File: src/rtl/irobot_move_pkg.sv
// Shared definitions for the turn-around escape mover:
// motion op codes, FSM state encoding, command field layout.
package irobot_move_pkg;

  localparam logic [1:0] OP_STOP = 2'b00;
  localparam logic [1:0] OP_FWD  = 2'b01;
  localparam logic [1:0] OP_REV  = 2'b10;
  localparam logic [1:0] OP_SPIN = 2'b11;

  // motion_command = {op[1:0], dir, angle}; op+dir sit above angle
  localparam int CMD_OP_W  = 2;
  localparam int CMD_HDR_W = CMD_OP_W + 1;

  typedef enum logic [2:0] {
    S_IDLE   = 3'd0,
    S_BACKUP = 3'd1,
    S_SPIN   = 3'd2,
    S_RAMP   = 3'd3,
    S_FINISH = 3'd4,
    S_FAULT  = 3'd5
  } state_e;

  function automatic int max3(int a, int b, int c);
    int m;
    m = (a > b) ? a : b;
    return (m > c) ? m : c;
  endfunction

endpackage

File: src/rtl/move_timer.sv
// Free-running cycle counter with clear and terminal count.
// Ports: clk, rst (async high), clr, limit -> tc (cnt == limit).
module move_timer #(
  parameter int W = 8
) (
  input  logic         clk,
  input  logic         rst,
  input  logic         clr,
  input  logic [W-1:0] limit,
  output logic         tc
);

  logic [W-1:0] cnt_q, cnt_d;

  assign tc = (cnt_q == limit);

  // wraps to 0 after terminal count so a repeating period needs no clear
  always_comb begin
    cnt_d = cnt_q + 1'b1;
    if (clr || tc) cnt_d = '0;
  end

  always_ff @(posedge clk or posedge rst) begin
    if (rst) cnt_q <= '0;
    else     cnt_q <= cnt_d;
  end

endmodule

File: src/rtl/turn_around_move_gen.sv
// Escape manoeuvre: back-up, spin by latched angle (timeout/retry), speed ramp.
// Ports: clk, rst, enable, random_angle, done_spin -> output_speed,
// motion_command {op,dir,angle}, busy, done, fault. Option: TURN_ALT_DIR_EN.
module turn_around_move_gen
  import irobot_move_pkg::*;
#(
  parameter int ANGLE_W       = 10,
  parameter int SPEED_W       = 3,
  parameter int BACKUP_CYCLES = 16,
  parameter int BACKUP_SPEED  = 2,
  parameter int RAMP_DIV      = 4,
  parameter int SPIN_TIMEOUT  = 1024,
  parameter int MAX_RETRY     = 2
) (
  input  logic                         clk,
  input  logic                         rst,
  input  logic                         enable,
  input  logic [ANGLE_W-1:0]           random_angle,
  input  logic                         done_spin,
  output logic [SPEED_W-1:0]           output_speed,
  output logic [ANGLE_W+CMD_HDR_W-1:0] motion_command,
  output logic                         busy,
  output logic                         done,
  output logic                         fault
);

  localparam int SPD_MAX = 2**SPEED_W - 1;
  localparam int TW =
    $clog2(max3(BACKUP_CYCLES, SPIN_TIMEOUT, RAMP_DIV)) + 1;
  localparam int RW = $clog2(MAX_RETRY + 1) + 1;

  state_e                         state_q, state_d;
  logic                           enable_q;
  logic [ANGLE_W-1:0]             angle_q, angle_d;
  logic [RW-1:0]                  retry_q, retry_d;
  logic [SPEED_W-1:0]             speed_q, speed_d;
  logic [ANGLE_W+CMD_HDR_W-1:0]   cmd_q, cmd_d;
  logic                           busy_q, busy_d;
  logic                           done_q, done_d;
  logic                           fault_q, fault_d;
  logic                           tmr_clr, tmr_tc;
  logic [TW-1:0]                  tmr_lim;
  logic [1:0]                     op_d;

  move_timer #(.W(TW)) u_timer (
    .clk   (clk),
    .rst   (rst),
    .clr   (tmr_clr),
    .limit (tmr_lim),
    .tc    (tmr_tc)
  );

`ifdef TURN_ALT_DIR_EN
  logic dir_q, dir_d;

  // alternate escape direction only after a completed manoeuvre
  always_comb dir_d = (state_q == S_FINISH) ? ~dir_q : dir_q;

  always_ff @(posedge clk or posedge rst) begin
    if (rst) dir_q <= 1'b0;
    else     dir_q <= dir_d;
  end
`else
  logic dir_q;
  assign dir_q = 1'b0;
`endif

  always_comb begin
    tmr_lim = '1;
    case (state_q)
      S_BACKUP: tmr_lim = TW'(BACKUP_CYCLES - 1);
      S_SPIN:   tmr_lim = TW'(SPIN_TIMEOUT - 1);
      S_RAMP:   tmr_lim = TW'(RAMP_DIV - 1);
      default:  tmr_lim = '1;
    endcase
  end

  always_comb begin
    state_d = state_q;
    angle_d = angle_q;
    retry_d = retry_q;
    unique case (state_q)
      S_IDLE: begin
        if (enable && !enable_q) begin
          state_d = S_BACKUP;
          angle_d = random_angle;
          retry_d = '0;
        end
      end
      S_BACKUP: begin
        if (!enable)     state_d = S_IDLE;
        else if (tmr_tc) state_d = (angle_q == '0) ? S_RAMP : S_SPIN;
      end
      S_SPIN: begin
        if (!enable)        state_d = S_IDLE;
        else if (done_spin) state_d = S_RAMP;
        else if (tmr_tc) begin
          // staying in SPIN restarts the attempt: timer wraps on tc
          if (retry_q < RW'(MAX_RETRY)) retry_d = retry_q + 1'b1;
          else                          state_d = S_FAULT;
        end
      end
      S_RAMP: begin
        if (!enable)                           state_d = S_IDLE;
        else if (speed_q == SPEED_W'(SPD_MAX)) state_d = S_FINISH;
      end
      S_FINISH: state_d = S_IDLE;
      S_FAULT: begin
        if (!enable) state_d = S_IDLE;
      end
      default: state_d = S_IDLE;
    endcase
  end

  assign tmr_clr = (state_d != state_q);

  // outputs are decoded from the state being entered
  always_comb begin
    speed_d = '0;
    op_d    = OP_STOP;
    cmd_d   = '0;
    busy_d  = 1'b0;
    done_d  = 1'b0;
    fault_d = 1'b0;
    case (state_d)
      S_BACKUP: begin
        speed_d = SPEED_W'(BACKUP_SPEED);
        op_d    = OP_REV;
        busy_d  = 1'b1;
      end
      S_SPIN: begin
        speed_d = SPEED_W'(BACKUP_SPEED);
        op_d    = OP_SPIN;
        busy_d  = 1'b1;
      end
      S_RAMP: begin
        op_d   = OP_FWD;
        busy_d = 1'b1;
        if (state_q != S_RAMP)
          speed_d = SPEED_W'(1);
        else if (tmr_tc && speed_q != SPEED_W'(SPD_MAX))
          speed_d = speed_q + 1'b1;
        else
          speed_d = speed_q;
      end
      S_FINISH: begin
        speed_d = SPEED_W'(SPD_MAX);
        op_d    = OP_FWD;
        done_d  = 1'b1;
      end
      S_FAULT: fault_d = 1'b1;
      default: ;
    endcase
    cmd_d = {op_d, 1'b0, {ANGLE_W{1'b0}}};
    if (state_d == S_SPIN) cmd_d = {op_d, dir_q, angle_q};
  end

  always_ff @(posedge clk or posedge rst) begin
    if (rst) begin
      state_q  <= S_IDLE;
      enable_q <= 1'b0;
      angle_q  <= '0;
      retry_q  <= '0;
      speed_q  <= '0;
      cmd_q    <= '0;
      busy_q   <= 1'b0;
      done_q   <= 1'b0;
      fault_q  <= 1'b0;
    end else begin
      state_q  <= state_d;
      enable_q <= enable;
      angle_q  <= angle_d;
      retry_q  <= retry_d;
      speed_q  <= speed_d;
      cmd_q    <= cmd_d;
      busy_q   <= busy_d;
      done_q   <= done_d;
      fault_q  <= fault_d;
    end
  end

  assign output_speed   = speed_q;
  assign motion_command = cmd_q;
  assign busy           = busy_q;
  assign done           = done_q;
  assign fault          = fault_q;

endmodule

File: config.mk
export PLATFORM = sky130hd
export DESIGN_NAME = turn_around_move_gen
export DESIGN_NICKNAME = d
export VERILOG_FILES = /design/src/rtl/irobot_move_pkg.sv /design/src/rtl/move_timer.sv /design/src/rtl/turn_around_move_gen.sv
export SDC_FILE = /design/constraint.sdc
export NUM_CORES = 1
export LEC_CHECK = 0
export ABC_AREA = 1
export BUFFER_PORTS_ARGS = -buffer_cell sky130_fd_sc_hd__buf_2
export CAP_MARGIN = 40
export CORE_MARGIN = 1
export CORE_UTILIZATION = 40
export CTS_BUF_LIST = sky130_fd_sc_hd__clkbuf_8
export CTS_CLUSTER_SIZE = 20
export DETAILED_ROUTE_END_ITERATION = 10
export MAX_ROUTING_LAYER = met4
export PLACE_DENSITY = 0.64
export SYNTH_ARGS = -nofsm -noshare
export SYNTH_HDL_FRONTEND = slang
export SYNTH_SLANG_ARGS = --single-unit
File: constraint.sdc
create_clock -name clk -period 1.92 [get_ports clk]
set_clock_uncertainty 0.15 [all_clocks]
set_input_delay 0.096 -clock clk [delete_from_list [all_inputs] [get_ports clk]]
set_output_delay 0.096 -clock clk [all_outputs]
set_load 0.05 [all_outputs]
Word-level counts from Yosys, hierarchy flattened
Cells that the tools add are included.

word-level totals
  register bits after elaboration = 47
  word-level logic and storage cells = 74

operators by class
  muxes and demuxes = 28
  reduce and logical (&&, ||, !) cells = 12
  $lt $le $gt $ge = 1
  $add $sub $neg = 3
  eq/ne operators = 20

operators with widths
  operator                                                    number
  2-to-1 mux 3 bit                                            17
  case mux 11 bit (3 select lines)                            1
  case mux 3 bit (5 select lines)                             1
  equality test 3 x 2 -> 1 bit, second input constant         4
  equality test 3 bit, second input constant                  4
  adder 11 x 1 -> 11 bit, second input constant               1
  equality test 11 bit                                        1
  2-to-1 mux 11 bit                                           1
  logical NOT 10 bit                                          1
  2-to-1 mux 10 bit                                           1
  != test 2 bit, second input constant                        5
  case mux 3 bit (3 select lines)                             1
  adder 3 x 1 -> 3 bit, second input constant                 2
  equality test 3 x 1 -> 1 bit, second input constant         2
  != test 3 bit, second input constant                        2
  case mux 2 bit (3 select lines)                             1
  case mux 3 bit (2 select lines)                             1
  AND reduction 6 bit                                         1
  2-to-1 mux 1 bit                                            4
  OR reduction 2 bit                                          2
  logical NOT 3 bit                                           1
  less-than comparator 3 x 2 -> 1 bit, second input constant  1
  != test 3 x 2 -> 1 bit, second input constant               1
  != test 3 bit                                               1
  other kinds (6)                                             7

Longest topological paths before layout
  word-level depth = 10
  mapped depth = 19
  depth with buffers taken out = 18

Cells and area by module
A second synthesis with hierarchy kept.

second synthesis, totals
  cell total of the unflattened synthesis = 296
  area total of the unflattened synthesis = 2457.4 um2

by module, submodules not included
  module                area each (um2)  times used  sequential area each (um2)  cells an instance
  turn_around_move_gen  1780.5           1           875.8                       205
  move_timer            676.9            1           275.3                       91

Least setup slack after synthesis
No wires, ideal clock.

  path type = register to register
  start point = reg speed_q[0], in the netlist output_speed[0]
  end point = reg speed_q[0], in the netlist output_speed[0]
  clock period less this slack = 2196 ps
  arrival = 1926 ps
  setup time = 121 ps
  path buffers = 0
  path slack = -276 ps
  cell stages (with the launch flop) = 11
  cell sequence = dfrtp_1 ha_1 ha_1 nor3_1 inv_1 nand2_4 nand2_1 nor2_2 inv_2 o21ai_1 nand2_1

between the ends
  cells in the longest elaborated chain, start to end = 7
  elaborated cells between the ends (all ways) = 16

RTL lines
  item                                                                          RTL line                     text
  start: declaration                                                            turn_around_move_gen.sv:36   logic [SPEED_W-1:0] speed_q, speed_d;
  start signal: assignment                                                      turn_around_move_gen.sv:174  speed_q <= speed_d;
  equality test 3 bit *                                                         turn_around_move_gen.sv:105  else if (speed_q == SPEED_W'(SPD_MAX)) state_d = S_FINISH;
  2-to-1 mux 3 bit *                                                            turn_around_move_gen.sv:105
  2-to-1 mux 3 bit *                                                            turn_around_move_gen.sv:104  if (!enable) state_d = S_IDLE;
  case mux 3 bit (5 select lines) *                                             turn_around_move_gen.sv:82   unique case (state_q)
  named net state_d[1]                                                          turn_around_move_gen.sv:32   state_e state_q, state_d;
  equality test 3 x 2 -> 1 bit or equality test 3 x 1 -> 1 bit (tied branches)  turn_around_move_gen.sv:125  case (state_d)
  OR reduction 2 bit (no line)                                                  n/a
  case mux 3 bit (3 select lines)                                               turn_around_move_gen.sv:125

Mark *: on every way through the listed nets, which the timed path passes. The rest lies on a longest branch. The select of a mux whose other input is x is not followed.
A chain may end at the register's enable or synchronous reset.

Worst setup path after layout
  start point = reg state_q[2]
  end point = reg u_timer.cnt_q[9]

between the ends
  cells in the longest elaborated chain, start to end = 10
  elaborated cells between the ends (all ways) = 21

RTL lines
  item                                                                          RTL line                                                text
  start: declaration                                                            turn_around_move_gen.sv:32
  start signal: assignment                                                      turn_around_move_gen.sv:170                             state_q <= state_d;
  equality test 3 x 2 -> 1 bit or equality test 3 x 1 -> 1 bit (tied branches)  turn_around_move_gen.sv:70, turn_around_move_gen.sv:82
  case mux 11 bit (3 select lines)                                              turn_around_move_gen.sv:70                              case (state_q)
  equality test 11 bit                                                          move_timer.sv:15                                        assign tc = (cnt_q == limit);
  2-to-1 mux 3 bit                                                              turn_around_move_gen.sv:97                              else if (tmr_tc) begin
  2-to-1 mux 3 bit                                                              turn_around_move_gen.sv:96                              else if (done_spin) state_d = S_RAMP;
  2-to-1 mux 3 bit                                                              turn_around_move_gen.sv:95                              if (!enable) state_d = S_IDLE;
  case mux 3 bit (5 select lines) *                                             turn_around_move_gen.sv:82
  named net state_d[0]                                                          turn_around_move_gen.sv:32
  != test 3 bit *                                                               turn_around_move_gen.sv:115                             assign tmr_clr = (state_d != state_q);
  logical OR 1 bit *                                                            move_timer.sv:20                                        if (clr || tc) cnt_d = '0;
  2-to-1 mux 11 bit *                                                           move_timer.sv:20
  named net u_timer.cnt_d[9]                                                    move_timer.sv:13                                        logic [W-1:0] cnt_q, cnt_d;
  end signal: assignment                                                        move_timer.sv:25                                        else cnt_q <= cnt_d;
  end: declaration                                                              move_timer.sv:13

Mark *: on every way through the listed nets, which the timed path passes. The rest lies on a longest branch.

==> results.md <==
- Synth Flop Type: dfrtp_1
- Final TNS setup: -4870 ps
- Crit end category: flip-flop
- Chip Height: 76.6 µm
- Top fanout value on the critical path: 6
- Drt wl/cell: 11.9 µm
- Mean post-synth cell area: 8.24 µm²
- Clock Path Buffers: 2
- Maximum VDD drop: 559 µV
- Fillers: 429
- Vias in the first global route: 1923
- Post-Syn Area: 2230 µm²
- Hold Violations, Final: 0
- Post-Syn Nets: 288
- CTS buffer count: 5
- GR Overflow Total: 0
- Iteration-0 DRC Markers: 122
- Hpwl dp: 3420 µm
- CTS H-tree depth: 2
- Wirelength, routed: 5080 µm
- GR Util All Layers: 18.3%
- Final setup fails: 29
- Largest net degree at the start of global routing: 22
- Outcome: finished with violations
- Worst Path Arrival: 2220 ps
- Minimum clock period: 2180 ps
- Die area: 5870 µm²
- Nets: 374
- Initial antenna violation count: 0
- Ports: 33
- Synth top cells by count: nand2_1, dfrtp_1, inv_1
- Final worst path period share: 113%
- Top-count cell post-synth: nand2_1
- Wire length of the first global-routing pass: 8280 µm
- Peak Freq: 460 MHz
- Skew-Pair Late Insertion Delay: 310 ps
- PwrDens: 724 nW/µm²
- Antenna Nets Post-Route: 0
- Drt drc: 0
- Required @ worst endpoint: 1960 ps
- Cells after Synth: 270
- RSZ-0062 raised after global routing: true
- Leak Pwr: 1.60 nW
- Core Util, Final: 61.2%
- Post-synth EDFFs: 0
- Total number of vias: 1994
- TritonCTS clock tree: yes
- Crit Path Class: reg2reg
- Tot Pwr: 0.00232 W
- Failing checks: setup timing
- Vias/cell: 4.67
- Critical Path Source Type: flip-flop
- Flops & latches, synth: 46
- Die W: 76.6 µm
- Cell taking the most area after synthesis: dfrtp_1
- Area contributors post-synth: dfrtp_1, nand2_1, inv_1
- Final Max Tran Viols: 0
- Area delta synth->final: 44.0%
- Max Cap Viol: 0
- Yosys top cell area share: 51.7%
- Clock-pin slew on the worst setup and hold paths: 90 ps
- Initial core utilization: 42.5%
- Number of diodes: 0
- Async SR Flop Fraction: 100%
- Core area: 5240 µm²
- Sink Count: 46
- Sequential element share of the synthesized area: 51.7%
- Root buffer cell: clkbuf_8
- Synth unique cells: 29
- Final GP Congestion: 0.830
- Syn. warnings: 0
- Ratio of cells with drive above 1 in the final layout: 41.7%
- Row count: 26
- Port bufs: 31
- Worst Hold Class: in2reg
- Final setup margin: -256 ps
- TritonRoute pass-1 iters: 4
## path summary, 6_finish.rpt
path / startpoint / to / slack (ps) / cells past startpoint
hold reg to reg: angle_q[6]$_DFFE_PP0P_ / motion_command[6]$_DFF_PP0_ / 360 / 2
min in group asynchronous: rst / angle_q[8]$_DFFE_PP0P_ / 160 / 3
max in group asynchronous: rst / output_speed[0]$_DFFE_PP0P_ / 910 / 4
hold / removal: done_spin / retry_q[1]$_DFFE_PP0P_ / 10 / 4
setup reg to reg: state_q[2]$_DFF_PP0_ / u_timer.cnt_q[9]$_DFF_PP0_ / -260 / 17
setup / recovery: state_q[2]$_DFF_PP0_ / u_timer.cnt_q[9]$_DFF_PP0_ / -260 / 17
## area by class of cell
| class | instances | area [µm²] | area share [%] |
|---|---|---|---|
| clock inverters | 3 | 45.0 | 1.41 |
| repair buffers | 85 | 624 | 19.5 |
| inverters | 41 | 160 | 5.00 |
| well taps | 70 | 87.6 | 2.73 |
| multi-input cells | 177 | 1060 | 33.1 |
| clock buffers | 5 | 68.8 | 2.15 |
| flip-flops and latches | 46 | 1160 | 36.2 |
## flip-flops by register name (all words and copies together) (netlist names)
name            flops
enable_q            1
output_speed        3
u_timer.cnt_q      11
motion_command     12
done                1
busy                1
fault               1
angle_q            10
state_q             3
retry_q             3
## cell families (layout without fill, tap and decap cells)
| logic type | Yosys count | after routing | synth area share [%] |
|---|---|---|---|
| simple gates | 143 | 143 | 29.2 |
| fa+ha+maj | 4 | 4 | 2.25 |
| flops | 46 | 46 | 51.7 |
| buf+inv | 47 | 134 | 8.66 |
| xor+xnor | 6 | 6 | 2.36 |
| compound gates | 23 | 23 | 5.68 |
| other cells | 1 | 1 | 0.168 |
## stage by stage
stage | std cells | setup WS, ps | hold slack, ps | area [µm²]
2_1_floorplan | 270 | -60.3 | -22.6 | 2270
3_3_place_gp | 399 | -204 | -57.1 | 2740
3_5_place_dp | 399 | -252 | -50.3 | 2740
4_1_cts | 421 | -199 | -163 | 3020
5_1_grt | 427 | -423 | 20.7 | 3200
6_report | 427 | -256 | 11.2 | 3200
## power by group
part / leakage [nW] / internal (W) / switching (W)
Sequential: 0.606 / 0.00105 / 0.0000392
Combinational: 0.941 / 0.000209 / 0.000286
Clock: 0.0504 / 0.000387 / 0.000344
Total: 1.60 / 0.00165 / 0.000670
## metal layers
metal  routed length [µm]  GRT usage [%]  vias to the layer above  part of all wire [%]
met5                    0              -                        -                     0
li1                     -              -                      999                     -
met2                 2520           29.6                       34                    50
met3                  178           4.07                       10                   3.5
met1                 2270           22.1                      951                    45
met4                  104           7.31                        0                   2.0
## cell usage in the layout, fill, tap and decap left out, types with 5 or more instances in the layout
| master | netlist | routed |
|---|---|---|
| clkbuf_8 | 0 | 5 |
| nand3_1 | 15 | 13 |
| nand2_4 | 2 | 5 |
| dlygate4sd3_1 | 0 | 12 |
| o21ai_1 | 5 | 5 |
| buf_4 | 2 | 39 |
| nor2_1 | 29 | 21 |
| inv_1 | 31 | 29 |
| buf_2 | 1 | 31 |
| nand2_1 | 68 | 57 |
| inv_2 | 9 | 9 |
| o21ai_0 | 11 | 10 |
| nor2_4 | 1 | 8 |
| dfrtp_1 | 46 | 40 |
| dfrtp_2 | 0 | 6 |
| nor2_2 | 12 | 13 |
| nand2_2 | 5 | 13 |
## worst max-delay path: stages (launching register included)
cell,delay [ps]
dfrtp_2,470
inv_4,120
nand2_4,70
nand3b_1,90
nand2_2,60
nor2_4,140
nand2_2,80
inv_2,60
nand2_2,50
nand2_2,60
nand2_2,50
nand2_2,60
nand2_4,90
inv_4,110
nand2_2,70
nand4_4,130
buf_12,160
nor2_4,30
## timing repair
item                                   4_1_cts  5_1_grt
gates resized for setup                     13       30
buffers inserted                             3        4
cloned                                       0        1
endpoints found under the hold margin       27        1
pin swaps                                    3        3
setup endpoints to repair                   31       33
hold buffers                                11        1
Note: power is estimated with default switching activity, not from simulation.
